$ cat config.mk
export PLATFORM = sky130hd
export DESIGN_NAME = multicycle_control_unit
export DESIGN_NICKNAME = d
export VERILOG_FILES = /design/src/rtl/multicycle_control_unit.sv
export SDC_FILE = /design/constraint.sdc
export NUM_CORES = 1
export LEC_CHECK = 0
export CORE_UTILIZATION = 35
export CTS_CLUSTER_DIAMETER = 120
export DETAILED_ROUTE_END_ITERATION = 12
export HOLD_SLACK_MARGIN = 0.02
export PLACE_DENSITY = 0.66
export SKIP_LAST_GASP = 1
export SLEW_MARGIN = 20
export SYNTH_ARGS = -nofsm -noshare
export SYNTH_HDL_FRONTEND = slang
export SYNTH_SLANG_ARGS = --single-unit
$ cat constraint.sdc
create_clock -name clk -period 3 [get_ports clk]
set_input_delay 0.45 -clock clk [delete_from_list [all_inputs] [get_ports clk]]
set_output_delay 0.45 -clock clk [all_outputs]
set_load 0.05 [all_outputs]
$ cat src/rtl/multicycle_control_unit.sv
// Control FSM for the multi-cycle RISC-V datapath: sequences each instruction,
// handshakes with variable-latency memory, aborts on timeout/illegal opcode and counts retirements.
module multicycle_control_unit #(
  parameter int MEM_TIMEOUT = 15,
  parameter int CNT_W       = 32
) (
  input  logic             clk,
  input  logic             arst,
  input  logic [6:0]       opcode,
  input  logic             mem_ready,
  input  logic             zero,
  output logic             pc_write,
  output logic             ir_write,
  output logic             i_or_d,
  output logic             mem_read,
  output logic             mem_write,
  output logic             mem_2_reg,
  output logic             reg_write,
  output logic             alu_src_a,
  output logic [1:0]       alu_src_b,
  output logic [1:0]       alu_op,
  output logic [1:0]       pc_source,
  output logic             error,
  output logic [CNT_W-1:0] retired,
  output logic [3:0]       state
);

  // A zero timeout disables the counter, but it still needs at least one bit to exist.
  localparam int WAIT_W = (MEM_TIMEOUT > 0) ? $clog2(MEM_TIMEOUT + 1) : 1;

  localparam logic [6:0] OP_R      = 7'b0110011;
  localparam logic [6:0] OP_I      = 7'b0010011;
  localparam logic [6:0] OP_LOAD   = 7'b0000011;
  localparam logic [6:0] OP_STORE  = 7'b0100011;
  localparam logic [6:0] OP_BRANCH = 7'b1100011;
  localparam logic [6:0] OP_JAL    = 7'b1101111;

  typedef enum logic [3:0] {
    FETCH    = 4'd0,
    DECODE   = 4'd1,
    EXEC_R   = 4'd2,
    EXEC_I   = 4'd3,
    MEM_ADDR = 4'd4,
    MEM_RD   = 4'd5,
    MEM_WB   = 4'd6,
    MEM_WR   = 4'd7,
    BRANCH   = 4'd8,
    JUMP     = 4'd9,
    ALU_WB   = 4'd10,
    HALT     = 4'd11
  } state_t;

  state_t             state_q, state_d;
  logic [WAIT_W-1:0]  wait_q, wait_d;
  logic               error_q, error_d;
  logic [CNT_W-1:0]   retired_q, retired_d;
  logic               retire;
  logic               waiting;
  logic               goto_halt;
  logic               timeout_hit;

  always_ff @(posedge clk or posedge arst) begin
    if (arst) begin
      state_q   <= FETCH;
      wait_q    <= '0;
      error_q   <= 1'b0;
      retired_q <= '0;
    end else begin
      state_q   <= state_d;
      wait_q    <= wait_d;
      error_q   <= error_d;
      retired_q <= retired_d;
    end
  end

  always_comb begin
    state_d   = state_q;
    pc_write  = 1'b0;
    ir_write  = 1'b0;
    i_or_d    = 1'b0;
    mem_read  = 1'b0;
    mem_write = 1'b0;
    mem_2_reg = 1'b0;
    reg_write = 1'b0;
    alu_src_a = 1'b0;
    alu_src_b = 2'b00;
    alu_op    = 2'b00;
    pc_source = 2'b00;
    retire    = 1'b0;
    waiting   = 1'b0;
    goto_halt = 1'b0;

    case (state_q)
      FETCH: begin
        mem_read  = 1'b1;
        alu_src_b = 2'b01;
        ir_write  = mem_ready;
        pc_write  = mem_ready;
        if (mem_ready) state_d = DECODE;
        else           waiting = 1'b1;
      end
      DECODE: begin
        alu_src_b = 2'b10;
        case (opcode)
          OP_R:               state_d = EXEC_R;
          OP_I:               state_d = EXEC_I;
          OP_LOAD, OP_STORE:  state_d = MEM_ADDR;
          OP_BRANCH:          state_d = BRANCH;
          OP_JAL:             state_d = JUMP;
          default: begin
            state_d   = HALT;
            goto_halt = 1'b1;
          end
        endcase
      end
      EXEC_R: begin
        alu_src_a = 1'b1;
        alu_op    = 2'b10;
        state_d   = ALU_WB;
      end
      EXEC_I: begin
        alu_src_a = 1'b1;
        alu_src_b = 2'b10;
        alu_op    = 2'b10;
        state_d   = ALU_WB;
      end
      ALU_WB: begin
        reg_write = 1'b1;
        retire    = 1'b1;
        state_d   = FETCH;
      end
      MEM_ADDR: begin
        alu_src_a = 1'b1;
        alu_src_b = 2'b10;
        state_d   = (opcode == OP_LOAD) ? MEM_RD : MEM_WR;
      end
      MEM_RD: begin
        mem_read = 1'b1;
        i_or_d   = 1'b1;
        if (mem_ready) state_d = MEM_WB;
        else           waiting = 1'b1;
      end
      MEM_WB: begin
        reg_write = 1'b1;
        mem_2_reg = 1'b1;
        retire    = 1'b1;
        state_d   = FETCH;
      end
      MEM_WR: begin
        mem_write = 1'b1;
        i_or_d    = 1'b1;
        if (mem_ready) begin
          retire  = 1'b1;
          state_d = FETCH;
        end else begin
          waiting = 1'b1;
        end
      end
      BRANCH: begin
        alu_src_a = 1'b1;
        alu_op    = 2'b01;
        pc_source = 2'b01;
        pc_write  = zero;
        retire    = 1'b1;
        state_d   = FETCH;
      end
      JUMP: begin
        pc_source = 2'b10;
        pc_write  = 1'b1;
        retire    = 1'b1;
        state_d   = FETCH;
      end
      default: state_d = state_q;
    endcase

    // A ready in the final allowed wait cycle still completes the handshake.
    timeout_hit = (MEM_TIMEOUT != 0) && (wait_q == WAIT_W'(MEM_TIMEOUT));
    if (waiting && timeout_hit) begin
      state_d   = HALT;
      goto_halt = 1'b1;
    end

    if (state_d != state_q) wait_d = '0;
    else if (waiting)       wait_d = wait_q + WAIT_W'(1);
    else                    wait_d = wait_q;

    error_d   = error_q | goto_halt;
    retired_d = retired_q + CNT_W'(retire);
  end

  assign error   = error_q;
  assign retired = retired_q;
  assign state   = state_q;

endmodule

=== After elaboration in Yosys (flattened, before gate mapping) ===
Cells that the tools add are included.

* Equality and inequality tests: 18
* Add/sub/neg operators: 2
* Bitwise logic cells: 1
* Reduce and logical (&&, ||, !) cells: 13
* Muxes and demuxes: 27

{| class="wikitable"
|+ Operator list
! operator !! count
|-
| $add 32x1->32 || 1
|-
| $pmux 4 s7 || 1
|-
| $mux 4 || 6
|-
| $pmux 4 s5 || 1
|-
| $eq 4x3->1 const B || 4
|-
| $eq 4x4->1 const B || 4
|-
| $eq 7x6->1 const B || 2
|-
| $eq 7x7->1 const B || 2
|-
| $mux 1 || 13
|-
| $pmux 2 s2 || 3
|-
| $reduce_or 2->1 || 5
|-
| $eq 4x2->1 const B || 2
|-
| $reduce_or 4->1 || 2
|-
| $eq 7x2->1 const B || 1
|-
| $eq 7x5->1 const B || 1
|-
| $reduce_or 3->1 || 2
|-
| $reduce_or 6->1 || 1
|-
| $add 4x1->4 const B || 1
|-
| $eq 4x1->1 const B || 1
|-
| $logic_not 4->1 || 1
|-
| $ne 4x4->1 || 1
|-
| $pmux 1 s3 || 1
|-
| $mux 2 || 1
|-
| $pmux 1 s2 || 1
|-
| other kinds (3) || 3
|}

* Register bits after elaboration: 41
* Output and inout bits: 51
* Input port bits: 11
* Logic and storage cells: 65

=== Logic depth before layout (Yosys ltp) ===
Gate-level depths: netlist of run 1.

* Word-level depth: 7
* Mapped depth: 12
* Gate-level depth less buffers: 10

=== Worst setup path after synthesis of run 1 ===
Ideal clock, no wire load.

* Path kind: reg-to-output
* Start point: register state_q[3] (netlist: state[3])
* End point: output ir_write
* Arrival time: 3190 ps
* Path slack: -640 ps
* Cell stages (with the launch flop): 5
* Path through: dfrtp_1 -> clkbuf_1 -> clkbuf_1 -> nor4_1 -> and2_1

* Longest elaborated chain between the ends: 2

{| class="wikitable"
|+ RTL lines
! item !! RTL line !! source
|-
| start, declared || 53 || <nowiki>state_t state_q, state_d;</nowiki>
|-
| start signal, assigned || 69 || <nowiki>state_q <= state_d;</nowiki>
|-
| $logic_not 4->1 || 93 || <nowiki>case (state_q)</nowiki>
|-
| $mux 1 || 93 ||
|-
| end, declared || 13 || <nowiki>output logic ir_write,</nowiki>
|}

Every way passes these cells.

=== Worst setup path after layout of run 1 ===
* Start point: register state_q[1] (netlist: state[1])
* End point: output alu_src_a

* Longest elaborated chain between the ends: 3
* Elaborated cells between the ends (all ways): 6

{| class="wikitable"
|+ RTL lines
! item !! RTL line !! source
|-
| $eq 4x4->1 (tied with other cells) || 93 ||
|-
| $reduce_or 4->1 (no line) * || -- ||
|-
| $mux 1 * || 93 ||
|-
| end, declared || 19 || <nowiki>output logic alu_src_a,</nowiki>
|}

Every way passes the cells marked *; elsewhere a longest branch is shown, timed or not.

==> results of run 1 <==
==> power groups by stage <==
stage / sequential (mW) / combinational, mW / clock [mW]
floorplan: 0.894 / 0.715 / 0
global placement: 0.732 / 1.25 / 0
detailed placement: 0.735 / 1.26 / 0
CTS: 0.724 / 1.27 / 0.480
global route: 0.735 / 1.34 / 0.501
finish: 0.722 / 1.26 / 0.460
==> critical path, cell delays in order, from the launching register on <==
cell and delay [ns]:
dfrtp_1 0.65, inv_1 0.16, nor3_2 0.22, nand2b_1 0.12, clkdlybuf4s50_1 0.80
==> synthesized netlist by cell type, types with 2 or more instances <==
cell type and instances:
o21ai_1 2, nor2_1 19, xnor2_1 24, nand3_1 13, o21ai_0 8, dfrtp_1 41, and4_1 3, ha_1 3
nor3_1 15, inv_1 5, o21a_1 2, nand2b_1 3, and3_1 6, or4b_4 2, nor2b_1 5, nor4_1 2
clkbuf_1 6, nand4_1 8, mux2i_1 2, nand2_1 21, and2_1 9, xor2_1 9, a21oi_1 4
==> sequential cells by signal (all words and copies together) (netlist names) <==
| signal | flops |
|---|---|
| error | 1 |
| retired | 32 |
| state | 4 |
| wait_q | 4 |
==> per-layer routing <==
metal	GRT usage, %	vias to the layer above	wire, um
li1	-	931	-
met1	19.8	878	2200
met2	27.8	66	2350
met3	3.71	5	275
met4	6.43	0	50
met5	0	-	0
==> worst max-delay path by stage <==
| stage | from | end | cells after the start |
|---|---|---|---|
| 3_3_place_gp | mem_ready | retired[14] | 10 |
| 5_1_grt | state[0] | alu_src_a | 5 |
| 4_1_cts | state[1] | alu_src_a | 4 |
| 3_5_place_dp | mem_ready | retired[14] | 10 |
| 2_1_floorplan | state[3] | pc_write | 4 |
| 6_report | state[1] | alu_src_a | 4 |
==> cells in the final DEF (no fill, tap or decap), types with 9 or more instances in the layout <==
cell type / instances
nand2_1: 21
nand3_1: 13
nor3_1: 14
dfrtp_1: 41
buf_4: 10
and2_1: 9
xnor2_1: 24
xor2_1: 9
clkdlybuf4s50_1: 60
nor2_1: 19
==> cell families (layout without fill, tap and decap cells) <==
kind of cell               after synthesis  in the layout  synth area share, %
xor gates and xnor gates                34             34                 13.9
and+or+nand+nor                        110            110                 26.7
buffers and inverters                   13             83                 2.62
adders and majority gates                3              3                 1.71
DFF                                     41             41                 46.6
AOI/OAI and AO/OA                       24             24                 7.05
muxes                                    3              3                 1.42
==> final cells by class <==
class / instances / area, um2 / area share, %
multi-input combinational: 174 / 1130 / 36.8
sequential: 41 / 1030 / 33.5
timing repair buffer: 70 / 676 / 22.1
tap: 75 / 93.8 / 3.06
clock buffer: 6 / 82.6 / 2.70
clock inverter: 2 / 37.5 / 1.23
inverter: 5 / 18.8 / 0.613
==> results.toml, run 1 <==
[status]
status = "finished, final reports clean"

[grt]
grt_pass1_vias = 1826
grt_pass1_wl_um = 8330
grt_antenna_before_repair = 0
track_usage_pct = 16.3
grt-ovfl-total = 0
grt_max_degree = 42

[timing]
fin_worst_skew_ns = 0.00607
worst_slack_ns = 0.294
hold_viol_final = 0
slew_viol_final = 0
period_minus_slack_ns = 2.71
worstMarginPinSlew_ns = 0.520
finalSetupViolations = 0
fin_tns_setup_ns = 0
hold-worst-slack_ns = 0.484
slew-limit-headroom_pct = 65.3
finalCritPeriodShare_pct = 90.2
rsz0062_at_grt = "no"
fmax_mhz = 370

[hold_path]
min_from = "error"
min_to = "error"
whs_path_depth = 1
hold_class = "reg2reg"

[synth]
yosys.area.top_type = "dfrtp_1"
synth_area_per_cell_um2 = 9.65
async_reset_ff_share_pct = 100
syn_nets = 242
ys_ff_latch = 41
synth_cell_types = 39
netlist_area_um2 = 2200
synthCells = 228
synth_edf_count = 0
yosys_warnings = 0
synth_seq_area_share_pct = 46.6
yosys.area.top_type_share_pct = 46.6
synth_area_leaders = "dfrtp_1 47%, xnor2_1 9.6%, nand2_1 3.6%"
synth_ff_type = "dfrtp_1"

[power_and_ir_drop]
pwr-share-comb_pct = 51.5
power_density_nw_per_um2 = 797
clkPwrFrac_pct = 18.9
vdd_drop_max_mv = 0.591
p_switching_mw = 1.10
p_leak_nw = 1.29
power_mw = 2.44
seqPwrFrac_pct = 29.6
sw_frac_of_total_pct = 45.1
power.internal_mw = 1.34

[cells_and_area]
final_cells = 373
area_delta_synth_final_pct = 39.2
utilization_pct = 51.1
fin_area_um2 = 3060
fin_nets = 311
n_antenna_cell = 0
drive_above_1_share_pct = 8.72
fillerInstances = 564

[drt]
detail-route-antenna-nets = 0
viasPerCell = 5.04
vias = 1880
routed_wl_um = 4880
wl_per_cell_um = 13.1
drc = 0
drt_iter0_markers = 62
firstDrtPassIters = 4

[clock_tree]
cts_resized = 0
clk-insertion-delay-late_ns = 0.29
cts_num_sinks = 41
cts_tree = "yes"
clkTransAtPathRegs_ns = 0.08
cts_setup_buffers = 0
clk_path_buf_depth = 2
hold_buffers = 0
root_buffer = "clkbuf_8"
numCtsBuffers = 5
htreeDepth = 2

[floorplanning]
ioPinCount = 62
fp-row-count = 28
die_h_um = 81.3
core_um2 = 5990
die-area_um2 = 6610
initial_core_util_pct = 36.7
die_w_um = 81.3

[placed_design]
port_buffers = 61
place.gp.congestion = 0.862
place_ws_ns = 0.333
place_area_um2 = 2940
dpl.hpwl_um = 3610
dp.cells = 365

[run]
maxCapViolations = 0

[worst_setup_path]
end_kind = "output port"
cp-start-kind = "flip-flop"
r2r_cells = 11
critPathMaxFanout = 15
timing.rr.end = "retired[28]"
required_ns = 2.55
critPathArrivalTime_ns = 2.26
critical_path_class = "reg2out"
r2r_start = "state[1]"
r2r_slack_ns = 0.50
No activity file was read; power rests on OpenSTA's default activity.
==> run 2: changes to the inputs <==
- CORE_UTILIZATION: 35 -> 50
- PLACE_DENSITY: 0.66 -> 0.87
- clock period: 3 -> 3.5 ns (I/O delays scaled with it)
==> results.toml, run 2 (synthesis results as in run 1) <==
[clock_tree]
clk-insertion-delay-late_ns = 0.29
cts_num_sinks = 41
clkTransAtPathRegs_ns = 0.07
root_buffer = "clkbuf_8"
htreeDepth = 2
cts_tree = "yes"
numCtsBuffers = 5
cts_resized = 0
clk_path_buf_depth = 2
hold_buffers = 0
cts_setup_buffers = 0

[drt]
firstDrtPassIters = 4
wl_per_cell_um = 14.2
detail-route-antenna-nets = 0
drc = 0
drt_iter0_markers = 109
viasPerCell = 5.60
routed_wl_um = 4870
vias = 1914

[power_and_ir_drop]
vdd_drop_max_mv = 0.627
p_switching_mw = 0.915
power.internal_mw = 1.03
clkPwrFrac_pct = 14.2
sw_frac_of_total_pct = 47.1
p_leak_nw = 1.25
power_density_nw_per_um2 = 658
pwr-share-comb_pct = 52.5
seqPwrFrac_pct = 33.3

[timing]
fin_tns_setup_ns = 0
hold_viol_final = 0
hold-worst-slack_ns = 0.475
rsz0062_at_grt = "no"
slew-limit-headroom_pct = 38.5
slew_viol_final = 0
worstMarginPinSlew_ns = 0.917
fmax_mhz = 341
finalCritPeriodShare_pct = 83.7
period_minus_slack_ns = 2.93
finalSetupViolations = 0
fin_worst_skew_ns = 0.00478

[floorplanning]
die-area_um2 = 4670
fp-row-count = 23
core_um2 = 4120
die_h_um = 68.3
initial_core_util_pct = 53.5
ioPinCount = 62
die_w_um = 68.3

[worst_setup_path]
cp-start-kind = "flip-flop"
worst-path-buf-inv = 1
required_ns = 2.97
critPathArrivalTime_ns = 2.41
critical_path_class = "reg2out"
critPathMaxFanout = 23
crit_path_top_delay_cell = "clkdlybuf4s50_1"
path_cells = "and2_1 -> nor2_1 -> nor3_1 -> clkdlybuf4s50_1"
cp_slowest_stage_delay_ns = 0.83
path_delay_family = "buffers and inverters"
end_kind = "output port"

[hold_path]
hold_class = "reg2reg"

[placed_design]
place_area_um2 = 2880
dpl.hpwl_um = 3560
place.gp.congestion = 0.773
port_buffers = 61

[grt]
met1_usage_pct = 29.3
track_usage_pct = 23.4
busiest_layer = "met2"
grt_pass1_wl_um = 8110
grt_antenna_before_repair = 0
grt-ovfl-total = 0
grtUsageMet3_pct = 4.17
grt_util_met2_pct = 39.7
grt_pass1_vias = 1763
grt_max_degree = 27

[status]
status = "finished, final reports clean"

[cells_and_area]
fillerInstances = 320
largest_register_ffs = 32
drive_above_1_share_pct = 6.16
area_delta_synth_final_pct = 34.2
final_common_cell = "clkdlybuf4s50_1"
utilization_pct = 71.7
fin_nets = 307
n_antenna_cell = 0
fin_area_um2 = 2950
final_cell_mix = "61 x clkdlybuf4s50_1, 41 x dfrtp_1, 24 x xnor2_1, 21 x nand2_1, 19 x nor2_1"

[run]
maxCapViolations = 0
[run 2: changes by cell type in the layout (fill, tap and decap cells not counted)]
cell and change:
inv_1 -1, clkdlybuf4s50_1 +1, clkinv_1 +1, clkinv_2 +1
clkbuf_8 -1, bufinv_16 -1, nor3_2 -1, buf_4 -5
clkinvlp_4 -1, nor3_1 +1
[run 2: per-stage QoR]
stage / std cells / power (mW) / worst slack [ns]
6_report: 342 / 1.94 / 0.569
2_1_floorplan: 228 / 1.38 / 0.0931
4_1_cts: 342 / 1.95 / 0.572
5_1_grt: 342 / 2.05 / 0.419
3_3_place_gp: 336 / 1.66 / 0.679
3_5_place_dp: 336 / 1.67 / 0.608
[run 2: final timing paths]
path | cells after the start | from | end | slack (ns)
max | 4 | state[0] | mem_read | 0.57
min | 1 | error | error | 0.48
max reg2reg | 6 | state[0] | wait_q[0] | 0.86
min reg2reg | 1 | error | error | 0.48
max in group asynchronous | 3 | arst | retired[7] | 2.28
min in group asynchronous | 2 | arst | retired[27] | 0.63
[run 2: final cells by class]
class	instances	area, um2	area share (%)
multi-input cells	174	1120	38.0
flip-flops and latches	41	1030	34.8
repair buffers	66	648	22.0
clock buffers	5	68.8	2.33
well taps	50	62.6	2.12
inverters	5	18.8	0.636
clock inverters	1	5.00	0.170
[run 2: power groups by stage]
stage	clock (mW)	sequential [mW]	combinational, mW
floorplan	0	0.766	0.610
global placement	0	0.654	1.00
detailed placement	0	0.656	1.02
CTS	0.285	0.646	1.02
global route	0.301	0.661	1.08
finish	0.276	0.647	1.02
[run 2: metal layers]
metal | routed length (um) | vias to the layer above
li1 | - | 917
met1 | 2130 | 931
met2 | 2480 | 60
met3 | 198 | 6
met4 | 59 | 0
met5 | 0 | -
[run 2: worst reg2reg max path, stage by stage, from the launching register on]
cell and delay (ns):
dfrtp_1 0.81, or4b_4 0.57, or4b_4 0.52, o211ai_2 0.17, or3_4 0.16, xor2_2 0.21, nor3_1 0.08
==> run 3: changes to the inputs <==
- CORE_UTILIZATION: 50 -> 43
- PLACE_DENSITY: 0.87 -> 0.8
- clock period: 3.5 -> 2.39 ns (I/O delays scaled with it)
==> results.toml, run 3 (synthesis results as in run 1) <==
[timing]
slew_viol_final = 0
worstMarginPinSlew_ns = 0.521
slew-limit-headroom_pct = 65.2
fin_worst_skew_ns = 0.00504
hold-worst-slack_ns = 0.465
fmax_mhz = 436
finalSetupViolations = 0
rsz0062_at_grt = "no"
finalCritPeriodShare_pct = 95.9
period_minus_slack_ns = 2.29
hold_viol_final = 0

[drt]
detail-route-antenna-nets = 0
wl_per_cell_um = 13.9
routed_wl_um = 5210
viasPerCell = 5.22
drc = 0
firstDrtPassIters = 4
vias = 1959
drt_iter0_markers = 113

[clock_tree]
cts_num_sinks = 41
numCtsBuffers = 5
clkTransAtPathRegs_ns = 0.08
hold_buffers = 0
htreeDepth = 2
clk-insertion-delay-late_ns = 0.31
cts_tree = "yes"
root_buffer = "clkbuf_8"
clk_path_buf_depth = 2

[worst_setup_path]
critPathArrivalTime_ns = 2.48
cp_slowest_stage_delay_ns = 0.56
cpMostUsedCell = "or4b_4"
crit_path_top_delay_cell = "or4b_4"
path_cells = "or4b_4 -> or4b_4 -> o211ai_2 -> or3_4 -> xor2_2 -> nor3_1"
critPathMaxFanout = 7
required_ns = 2.57
startpoint = "state[3]"
end_kind = "flip-flop"
r2r_start = "state[3]"
critical_path_class = "reg2reg"
cp-start-kind = "flip-flop"

[grt]
grt_antenna_before_repair = 0
grt_max_degree = 42
grt-ovfl-total = 0
grt_pass1_wl_um = 8760
grt_pass1_vias = 1898
track_usage_pct = 21.3

[placed_design]
port_buffers = 61
dpl.hpwl_um = 3780
place_area_um2 = 3060
place.gp.congestion = 0.789

[cells_and_area]
drive_above_1_share_pct = 20.8
final_common_cell = "clkdlybuf4s50_1"
largest_register_ffs = 32
utilization_pct = 66.5
fillerInstances = 402
fin_area_um2 = 3200
final_cell_mix = "47 x clkdlybuf4s50_1, 37 x dfrtp_1, 31 x buf_4, 24 x xnor2_1, 21 x nand2_1"
area_delta_synth_final_pct = 45.6
n_antenna_cell = 0
fin_nets = 321

[run]
maxCapViolations = 0

[power_and_ir_drop]
p_leak_nw = 1.40
power_mw = 3.28
power_density_nw_per_um2 = 1020
vdd_drop_max_mv = 0.663

[status]
status = "finished, final reports clean"

[floorplanning]
initial_core_util_pct = 45.7
ioPinCount = 62
die_w_um = 73.5
fp-row-count = 25
core_um2 = 4820
die-area_um2 = 5410
die_h_um = 73.5

[hold_path]
hold_class = "in2async"
## run 3: cell types whose count changed in the layout (fill, tap and decap cells not counted), moves of 3 or more
cell             delta
buf_4              +26
clkdlybuf4s50_1    -14
dfrtp_1             -4
nor3_1              -4
dfrtp_2             +4
nor3_2              +3
## run 3: area by class of cell
type,instances,area [um2],share of cell area [%]
inverters,5,18.8,0.586
well taps,67,83.8,2.62
clock inverters,3,65.1,2.03
repair buffers,80,736,23.0
flip-flops and latches,41,1030,32.2
clock buffers,5,68.8,2.15
multi-input cells,174,1200,37.5
## run 3: critical path, delay by kind of cell, from the launching register on
family          cells  cell delay, ns
compound gates      1            0.18
flops               1            0.48
xor+xnor            1            0.20
simple gates        4            1.30
## run 3: routing by layer
metal	global-route usage (%)	up-vias	routed length, um
li1	-	954	-
met4	10.3	0	109
met2	33.7	50	2590
met1	28.2	946	2350
met3	3.70	9	160
met5	0	-	0
## run 3: path summary, 6_finish.rpt
kind,endpoint,cells after the start,slack [ns]
worst max-delay path,wait_q[1],6,0.1
worst min-delay path,wait_q[0],3,0.46
worst max register to register,wait_q[1],6,0.1
worst min register to register,retired[31],1,0.49
max in group asynchronous,state[3],3,1.56
min in group clk,retired[31],1,0.49
## run 3: report_power, final
| group | switching (mW) | internal (mW) | leakage (nW) |
|---|---|---|---|
| sequential | 0.113 | 0.780 | 0.547 |
| clock | 0.257 | 0.415 | 0.0681 |
| combinational | 1.09 | 0.627 | 0.782 |
| total | 1.46 | 1.82 | 1.40 |
## run 3: timing repair
item,CTS,global route
endpoints found under the setup margin,0,2
buffers inserted,0,0
gates resized for setup,0,2
endpoints found under the hold margin,0,0
## run 3: stage by stage
step | setup WS [ns] | TNS, ns | std cells
finish | 0.0977 | 0 | 375
detailed placement | -0.0118 | -0.0151 | 367
global placement | 0.0454 | 0 | 367
global route | 0.0292 | 0 | 375
CTS | 0.0620 | 0 | 375
floorplan | -0.131 | -0.282 | 228
